==> src/rtl/dsp_mul_acc_round_sat.sv <==
// Frame accumulator behind the signed DSP multiplier. It sums frame_len products,
// then rounds, right-shifts and saturates the sum into one strobed output word.
module dsp_mul_acc_round_sat #(
    parameter int P_WIDTH   = 65,
    parameter int CNT_WIDTH = 8,
    parameter int ACC_WIDTH = 73,
    parameter int SHIFT     = 16,
    parameter int OUT_WIDTH = 32
) (
    input  logic                 clk,
    input  logic                 reset,
    input  logic                 clr,
    input  logic [P_WIDTH-1:0]   p_in,
    input  logic                 p_valid,
    input  logic [CNT_WIDTH-1:0] frame_len,
    output logic [OUT_WIDTH-1:0] y,
    output logic                 y_valid,
    output logic                 y_ovf,
    output logic                 busy
);

    typedef enum logic [1:0] {
        IDLE = 2'd0,
        ACC  = 2'd1,
        OUT  = 2'd2
    } state_t;

    // Half an output LSB, added before the shift; SHIFT == 0 means no rounding.
    localparam int RND_POS = (SHIFT > 0) ? SHIFT - 1 : 0;
    localparam logic signed [ACC_WIDTH:0] RND =
        (SHIFT > 0) ? ((ACC_WIDTH + 1)'(1) << RND_POS) : '0;
    localparam logic signed [ACC_WIDTH:0] OUT_MAX =
        {{(ACC_WIDTH + 2 - OUT_WIDTH){1'b0}}, {(OUT_WIDTH - 1){1'b1}}};
    localparam logic signed [ACC_WIDTH:0] OUT_MIN =
        {{(ACC_WIDTH + 2 - OUT_WIDTH){1'b1}}, {(OUT_WIDTH - 1){1'b0}}};

    state_t state;
    state_t state_next;

    logic signed [ACC_WIDTH-1:0] acc;
    logic signed [ACC_WIDTH-1:0] p_ext;
    logic        [CNT_WIDTH-1:0] cnt;
    logic        [CNT_WIDTH-1:0] cnt_inc;
    logic        [CNT_WIDTH-1:0] len;
    logic        [CNT_WIDTH-1:0] len_in;
    logic                        start;
    logic                        accum;

    logic signed [ACC_WIDTH:0]   acc_wide;
    logic signed [ACC_WIDTH:0]   rounded;
    logic        [OUT_WIDTH-1:0] y_next;
    logic                        ovf_next;

    assign p_ext   = {{(ACC_WIDTH - P_WIDTH){p_in[P_WIDTH-1]}}, p_in};
    assign len_in  = (frame_len == '0) ? CNT_WIDTH'(1) : frame_len;
    assign cnt_inc = cnt + CNT_WIDTH'(1);

    // A product seen in OUT opens the next frame, so the block never needs a bubble.
    assign start = p_valid && (state != ACC);
    assign accum = p_valid && (state == ACC);

    always_ff @(posedge clk) begin
        if (reset) begin
            state <= IDLE;
        end else begin
            state <= state_next;
        end
    end

    always_comb begin
        // NOTE: every signal written in a combinational block gets a default first,
        // otherwise a path that skips the assignment infers a latch.
        state_next = state;
        case (state)
            IDLE, OUT: begin
                if (p_valid) begin
                    state_next = (len_in == CNT_WIDTH'(1)) ? OUT : ACC;
                end else begin
                    state_next = IDLE;
                end
            end
            ACC: begin
                if (p_valid && (cnt_inc == len)) begin
                    state_next = OUT;
                end
            end
            default: state_next = IDLE;
        endcase
        if (clr) begin
            state_next = IDLE;
        end
    end

    always_comb begin
        busy = (state != IDLE);
    end

    // One extra bit keeps the rounding add from wrapping at the top of the range.
    always_comb begin
        acc_wide = {acc[ACC_WIDTH-1], acc};
        rounded  = (acc_wide + RND) >>> SHIFT;
        y_next   = rounded[OUT_WIDTH-1:0];
        ovf_next = 1'b0;
        if (rounded > OUT_MAX) begin
            y_next   = {1'b0, {(OUT_WIDTH - 1){1'b1}}};
            ovf_next = 1'b1;
        end else if (rounded < OUT_MIN) begin
            y_next   = {1'b1, {(OUT_WIDTH - 1){1'b0}}};
            ovf_next = 1'b1;
        end
    end

    // NOTE: registered state uses non-blocking assignments so every flop samples
    // pre-edge values regardless of statement order.
    always_ff @(posedge clk) begin
        if (reset) begin
            acc     <= '0;
            cnt     <= '0;
            len     <= '0;
            y       <= '0;
            y_valid <= 1'b0;
            y_ovf   <= 1'b0;
        end else if (clr) begin
            acc     <= '0;
            cnt     <= '0;
            y_valid <= 1'b0;
        end else begin
            y_valid <= 1'b0;
            if (state == OUT) begin
                y       <= y_next;
                y_ovf   <= ovf_next;
                y_valid <= 1'b1;
            end
            if (start) begin
                acc <= p_ext;
                cnt <= CNT_WIDTH'(1);
                len <= len_in;
            end else if (accum) begin
                acc <= acc + p_ext;
                cnt <= cnt_inc;
            end
        end
    end

endmodule

==> config.mk <==
export PLATFORM = sky130hd
export DESIGN_NAME = dsp_mul_acc_round_sat
export DESIGN_NICKNAME = d
export VERILOG_FILES = /design/src/rtl/dsp_mul_acc_round_sat.sv
export SDC_FILE = /design/constraint.sdc
export NUM_CORES = 1
export LEC_CHECK = 0
export ABC_AREA = 1
export BUFFER_PORTS_ARGS = -buffer_cell sky130_fd_sc_hd__buf_2
export CAP_MARGIN = 20
export CORE_MARGIN = 8
export CORE_UTILIZATION = 40
export CTS_BUF_LIST = sky130_fd_sc_hd__clkbuf_16
export CTS_CLUSTER_SIZE = 10
export DETAILED_ROUTE_END_ITERATION = 8
export MAX_ROUTING_LAYER = met4
export SKIP_LAST_GASP = 1
export SLEW_MARGIN = 20
export SYNTH_ARGS = -nofsm -noshare
export SYNTH_HDL_FRONTEND = slang
export SYNTH_SLANG_ARGS = --single-unit
==> constraint.sdc <==
create_clock -name clk -period 2.7 [get_ports clk]
set_input_delay 0.405 -clock clk [delete_from_list [all_inputs] [get_ports clk]]
set_output_delay 0.405 -clock clk [all_outputs]
set_load 0.01 [all_outputs]
; Word level (Yosys, flattened, before mapping)
; Index checks and enable logic that the tools add are counted.
[word_totals]
romBits = 0
latchBits = 0
output_inout_bits = 35
memories = 0
wordCells = 46
ram_bits = 0
ff_bits = 125
inputBits = 77
[op_classes]
eq_ne = 6
mux = 14
add_sub_neg = 3
mul = 0
bitwise_logic = 1
n_div = 0
magnitude_cmp = 2
shifts = 0
reduce_logical = 12
[ops]
columns = operator, n
row1 = $mux 73, 2
row2 = $add 73x17->74 const B, 1
row3 = $add 73x65->73, 1
row4 = $mux 32, 2
row5 = $gt 58x32->1 const B, 1
row6 = $lt 58x32->1 const B, 1
row7 = $add 8x1->8 const B, 1
row8 = $eq 8x1->1 const B, 1
row9 = $eq 8x8->1, 1
row10 = $logic_not 8->1, 1
row11 = $mux 8, 1
row12 = $mux 2, 3
row13 = $mux 1, 5
row14 = $ne 2x1->1 const B, 2
row15 = $pmux 2 s2, 1
row16 = $reduce_and 2->1, 2
row17 = $reduce_bool 2->1, 2
row18 = $reduce_or 2->1, 2
row19 = $logic_and 1x1->1, 3
row20 = $reduce_or 3->1, 1
row21 = $eq 2x1->1 const B, 1
row22 = $eq 2x2->1 const B, 1
row23 = $logic_not 2->1, 1
row24 = $not 1->1, 1

; Longest topological paths before layout
; Gate-level depths: netlist (run 1).
[depth]
word_depth = 6
mapped_depth = 20
mapped_depth_nobuf = 19

; Worst setup path before layout (run 1)
; Ideal clock, no wire load.
[synth_path]
path_type = input port to flip-flop
from = in p_in[0]
to = reg acc[54]
path_buffers = 0
t_arrival_ps = 2210
t_required_ps = 2568
stages = 15
setup_time_ps = 132
slack_ps = 358
path_cell_list = ha_1 > fa_1 > nand3_1 > nand2_1 > nand2_1 > nand2_1 > nand3_1 > nand2_1 > nand2_1 > nand2_1 > nand3_1 > nand2_1 > or2_2 > nand3_1 > a31oi_1
[synth_via]
elab_chain_cells = 3
[synth_lines]
columns = item, line_no
row1 = "start, declared", 13  ; input logic [P_WIDTH-1:0] p_in,
row2 = $add 73x65->73, 139  ; acc <= acc + p_ext;
row3 = $mux 73, 138  ; end else if (accum) begin
row4 = $mux 73, 134  ; if (start) begin
row5 = "end signal, assigned", 135  ; acc <= p_ext;
row6 = "end signal, assigned", 139
row7 = "end, declared", 40  ; logic signed [ACC_WIDTH-1:0] acc;
; No other way between the ends. The select of a mux whose other input is x is not followed.
; A chain may end at the register's enable or synchronous reset.

; Worst setup path in the final report (run 1)
[layout_path]
from = reg acc[63]
to = reg acc[69]
[layout_via]
elab_chain_cells = 3
[layout_lines]
columns = item, line_no
row1 = $add 73x65->73, 139
row2 = $mux 73, 138
row3 = $mux 73, 134
; No other way between the ends. The select of a mux whose other input is x is not followed.

==> metrics.txt, run 1 <==
status=completed; filler instances=between 3000 and 4000; unrepaired setup endpoints after global routing=yes; Mapped Nets=~2300; flop2flop setup slack=between 0.06 and 0.07 ns; multi-input logic area=roughly 9500 µm²; endpoints failing setup=0; Mapped Cells=about 2200; CP endpoint kind=flop; most numerous cell in the Yosys netlist=nand2_1; CTS tree=done; largest net degree at the start of global routing=between 50 and 60; CTS Sinks=about 130; Seq cells post-synth=roughly 130; RD Place Congestion=roughly 0.99; H-tree levels=4; area grow syn2layout=33.8%; leading area contributor after synthesis=dfxtp_1; IO Pins=112; Routed WL=58200 µm; global-route wire length before repair=about 90000 µm; worst-case clock buffer depth=2; Synth Area in Adders=0.0748; commonest cells in the netlist=nand2_1, nor2_1, inv_1, a21oi_1, o21ai_0; syn avg cell area=just under 6 µm²; Syn. warnings=0; predominant post-synthesis flop cell=dfxtp_1; FF+latch area=between 2000 and 3000 µm²; slowest CP cell=ha_1; Synth Area in Simple Gates=0.399; max_cap viols=0; largest cells by area after synthesis=dfxtp_1, nand2_1, nor2_1; Worst Setup SP=acc[63]; RR Endpoint=acc[69]; initial antenna violation count=0; post-synthesis compound-gate area fraction=0.186; die area=37600 µm²; mux contribution to synthesized area=0; most used cell, CP=nand2_1; slew margin rel.=0.575; worst-margin pin slew=approximately 0.64 ns; final net count=roughly 2700; CP startpoint kind=flop; power per cell area=353 nW/µm²; Via Count=15900; vias in the first global route=roughly 15000; ant diodes=0; HP Class=primary input to flop; Worst-path clk slew=around 0.07 ns; Via-to-Cell Ratio=approximately 5.3; worst r2r path cells=10; crit-path max cell delay=0.44 ns; Cell Chain, Critical Path=ha_1 -> nand2_1 -> nor2_1 -> nand2_1 -> nor4_1 -> buf_4 -> nand3b_1 -> nand4_1 -> nand3_1 -> a21oi_1; Post-Place Setup Slack=-0.385 ns; num rows=65; share of the synthesized area in the top cell type=0.198; initial core utilization=0.403; period utilisation layout=0.975; layout cells sized above 1=0.249; worst setup path endpoint=acc[69]; Non-Filler Instances=between 2000 and 3000; min Tclk post-route=2.63 ns; first-pass iteration count of the detailed router=5; Crit Path Max Fanout=5; Final Hold Viols=0; FMAX=roughly 0.38 GHz; Port Buffer Count=111; post-route ant nets=0; die width=between 150 and 200 µm; leakage=7.39 nW; drc violations=0; Post-synth EDFFs=0; largest family of logic cells by synthesized area=simple AND/OR/NAND/NOR gates; initial drt markers=1306; detailed placer's ending HPWL=roughly 49000 µm; Post-Route Skew=roughly 0.012 ns; count of pins over their slew limit=0; sequential fraction of the synthesis area=0.198; GRT Total Usage=0.310; Final WS setup=roughly 0.067 ns; Async SR Flop Fraction=0; DR WL/cell=~19 µm; worst path required time=about 3.1 ns; worst ir drop on vdd=roughly 480 µV; Synth Area in XOR/XNOR=0.0540; Post-CTS Hold Buffers=0; CORE AREA=roughly 31000 µm²; Placed Instances=roughly 3000; Netlist cell types=45; total global routing overflow=0; RR Startpoint=acc[63]; worst skew pair latency=around 0.46 ns; CP arrival=between 3 and 4 ns; chip height=slightly below 200 µm; Num CTS Buffers=17; kind of critical path=flop to flop; Mapped Area=~13000 µm²; hold path start=p_in[60]; CTS root buf=clkbuf_16
-- worst min path at each step --
stage | end | cells after the start | slack, ns
3_5_place_dp | len[5] | 2 | 0.46
3_3_place_gp | y[31] | 2 | 0.45
2_1_floorplan | len[4] | 2 | 0.43
6_report | acc[60] | 3 | 0.23
5_1_grt | acc[19] | 3 | 0.24
4_1_cts | acc[60] | 3 | 0.23
-- worst max-delay path, delay by kind of cell, from the launching register on --
kind	cells	cell delay, ns
compound gates	1	0.20
buf+inv	1	0.20
fa+ha+maj	1	0.44
flops	1	0.38
simple gates	7	1.33
-- power by group --
| group | total [W] | switching (W) | internal (W) | leakage [nW] |
|---|---|---|---|---|
| Clock | 0.00243 | 0.00106 | 0.00138 | 0.289 |
| Combinational | 0.00155 | 0.000919 | 0.000631 | 6.06 |
| Sequential | 0.00199 | 0.0000820 | 0.00191 | 1.03 |
-- per-layer routing --
| layer | up-vias | track usage | wire, µm |
|---|---|---|---|
| met3 | 104 | 0.0403 | 3190 |
| met4 | 0 | 0.111 | 2100 |
| met2 | 526 | 0.511 | 27200 |
| met5 | - | - | 0 |
| met1 | 7281 | 0.386 | 25700 |
| li1 | 7955 | - | - |
-- sequential cells by signal, indices dropped and copies added, names as in the netlist --
name,flops
acc,73
y,32
cnt,8
len,8
state,2
y_ovf,1
y_valid,1
-- cells by family (layout without fill, tap and decap cells) --
family | Yosys count | in the layout
AND/OR/NAND/NOR | 1183 | 1183
AO/OA/AOI/OAI | 439 | 439
buffers and inverters | 287 | 689
flip-flops | 125 | 125
XOR/XNOR | 78 | 78
adder cells (fa/ha/maj) | 75 | 75
-- repair_timing --
item,in CTS,in global routing
gates resized for setup,18,145
pin swaps,1,5
endpoints found under the setup margin,50,77
buffers inserted,1,3
-- area by class of cell --
type                            count  area share
Sequential cell                   125       0.151
Inverter                          241      0.0536
Clock inverter                     15     0.00961
Clock buffer                       17      0.0251
Tap cell                          402      0.0297
Timing Repair Buffer              416       0.172
Multi-Input combinational cell   1775       0.559
-- placed cells by master, fill, tap and decap left out, types with 17 or more instances in the layout --
cell         n
nor2_2      58
nand4_1     31
dfxtp_2     37
dfxtp_1     87
o21ai_1     20
nand3b_1    22
buf_4      300
nand2_1    591
nor3_1      17
o21ai_0    146
a31oi_1     49
xor2_1      61
a21oi_1    168
nor2_1     287
xnor2_1     17
buf_2      111
ha_1        66
clkbuf_16   17
inv_1      237
nand3_1    103
-- through the flow --
step / setup TNS [ns] / utilization / hold slack, ns / power, W / area (µm²)
detailed placement: -5.81 / 0.505 / 0.457 / 0.00350 / 15800
finish: 0 / 0.539 / 0.231 / 0.00597 / 16900
global route: -1.60 / 0.539 / 0.238 / 0.00621 / 16900
floorplan: 0 / - / 0.435 / 0.00279 / 12700
global placement: -5.01 / 0.505 / 0.450 / 0.00349 / 15800
CTS: 0 / 0.525 / 0.231 / 0.00592 / 16500
Note: power is estimated with default switching activity, not from simulation.
==> inputs of run 2 (changes only) <==
==> constraint.sdc (replaced) <==
create_clock -name clk -period 2.9 [get_ports clk]
set_input_delay 0 -clock clk [delete_from_list [all_inputs] [get_ports clk]]
set_output_delay 0 -clock clk [all_outputs]
set_load 0.01 [all_outputs]
==> metrics.txt, run 2 (synthesized netlist as in run 1, its figures left out) <==
post-route ant nets=0 (unchanged); max FFs per register=73 (unchanged); setup_tns=0 ns (unchanged); worst path required time=3.27 ns (+0.19 ns); total global routing overflow=0 (unchanged); num rows=65 (unchanged); RD Place Congestion=1.02 (+2.8%); worst-margin pin slew=0.991 ns (+0.353 ns); IO Pins=112 (unchanged); HP Class=primary input to flop; GRT Total Usage=0.314 (+0.00417); area grow syn2layout=23.8%; Worst-path clk slew=0.06 ns (about the same); CP endpoint kind=flop; Port Buffer Count=111 (unchanged); ant diodes=0 (unchanged); Non-Filler Instances=2863 (-4.3%); FMAX=0.361 GHz (-4.9%); Placed Instances=2758 (-6.7%); flop2flop setup slack=0.13 ns (+0.06 ns); die area=37600 µm² (unchanged); Via Count=15500 (-2.1%); Post-Route Utilization=0.499 (-0.0403); kind of critical path=flop to flop; global-route wire length before repair=89400 µm (+0.77%); largest net degree at the start of global routing=80 (+51%); max_cap viols=0 (unchanged); Via-to-Cell Ratio=5.42 (+2.2%); Num CTS Buffers=17 (unchanged); initial core utilization=0.403 (unchanged); endpoints failing setup=0 (unchanged); initial drt markers=1259 (-3.6%); Worst Setup SP=acc[32]; CP arrival=3.14 ns (+0.13 ns); worst r2r path cells=11 (+1); period utilisation layout=0.955 (-0.0206); Final Hold Viols=0 (unchanged); initial antenna violation count=0 (unchanged); Top reg by flops=acc; Routed WL=58700 µm (+0.91%); Crit Path Max Fanout=5 (unchanged); power per cell area=332 nW/µm² (-5.8%); count of pins over their slew limit=0 (unchanged); worst setup path endpoint=acc[50]; chip height=194 µm (unchanged); status=completed; Final Cell Area=15700 µm² (-7.5%); vias in the first global route=15100 (-2.2%); unrepaired setup endpoints after global routing=yes; detailed placer's ending HPWL=48800 µm (-0.81%); slew margin rel.=0.339 (-0.236); drc violations=0 (unchanged); min Tclk post-route=2.77 ns (+0.135 ns); first-pass iteration count of the detailed router=6 (+1); CP startpoint kind=flop; die width=194 µm (unchanged); DP Area=14300 µm² (-9.7%); leading registers by flop count=acc: 73 flops, y: 32 flops; Post-Place Setup Slack=-0.363 ns (+0.0223 ns); Final WS setup=0.131 ns (+0.0646 ns); worst skew pair latency=0.45 ns (about the same); worst-case clock buffer depth=2 (unchanged); CTS tree=done; CTS root buf=clkbuf_16; CORE AREA=31400 µm² (unchanged); worst ir drop on vdd=382 µV (-20%); Post-Route Skew=0.00971 ns (-0.00208 ns); RR Endpoint=acc[50]; H-tree levels=4 (unchanged); DR WL/cell=20.5 µm (+5.4%); leakage=6.62 nW (-10%); RR Startpoint=acc[32]; layout cells sized above 1=0.140 (-0.109); final net count=2601 (-4.7%); most common cell after layout, fill and taps aside=nand2_1; most frequent cells in the layout=nand2_1, nor2_1, inv_1; CTS Sinks=125 (unchanged)
-- run 2: critical path, cell delays in order (launching register included) --
cell,delay [ns]
dfxtp_1,0.38
ha_1,0.39
nand2_1,0.12
o21ai_0,0.47
a21oi_1,0.16
o21ai_0,0.27
nand3b_1,0.25
nand2_1,0.08
nand2_1,0.17
xor2_1,0.20
nand2_1,0.08
a21oi_1,0.13
-- run 2: layout make-up --
type	instances	area (µm²)
clock buffer	17	425
clock inverter	14	97.6
fill	3431	15700
inverter	241	907
multi-input combinational	1775	9130
sequential	125	2510
tap	402	503
timing repair buffer	289	2080
-- run 2: timing repair --
| action | in CTS | in global routing |
|---|---|---|
| pin swaps | 0 | 1 |
| setup buffers | 0 | 3 |
| gates cloned | 0 | 0 |
| endpoints found under the hold margin | 72 | 0 |
| setup endpoints to repair | 6 | 45 |
| hold buffers | 71 | 0 |
| gates resized for setup | 5 | 31 |
-- run 2: layer usage --
layer  part of all wire  vias to the layer above  track usage
li1                   -                     7706            -
met1               0.44                     7139        0.389
met2               0.46                      563        0.519
met3              0.059                      118       0.0411
met4              0.038                        0        0.113
met5                  0                        -            -
-- run 2: worst min path at each step --
stage                         from  endpoint  depth (start not counted)
after floorplan              reset     y[31]                          1
after global placement    p_in[14]   acc[14]                          3
after detailed placement  p_in[14]   acc[14]                          3
after CTS                      clr      y[1]                          4
after global routing           clr      y[1]                          4
final                          clr      y[1]                          4
-- run 2: through the flow --
stage / hold slack [ns] / total power [W]
2_1_floorplan: 0.0691 / 0.00260
3_3_place_gp: 0.289 / 0.00310
3_5_place_dp: 0.295 / 0.00310
4_1_cts: 0.0127 / 0.00519
5_1_grt: 0.0413 / 0.00540
6_report: 0.0297 / 0.00520
-- run 2: power breakdown --
group	total [W]	internal [W]	switching (W)
Sequential	0.00184	0.00177	0.0000712
Clock	0.00202	0.00108	0.000939
Combinational	0.00133	0.000493	0.000841
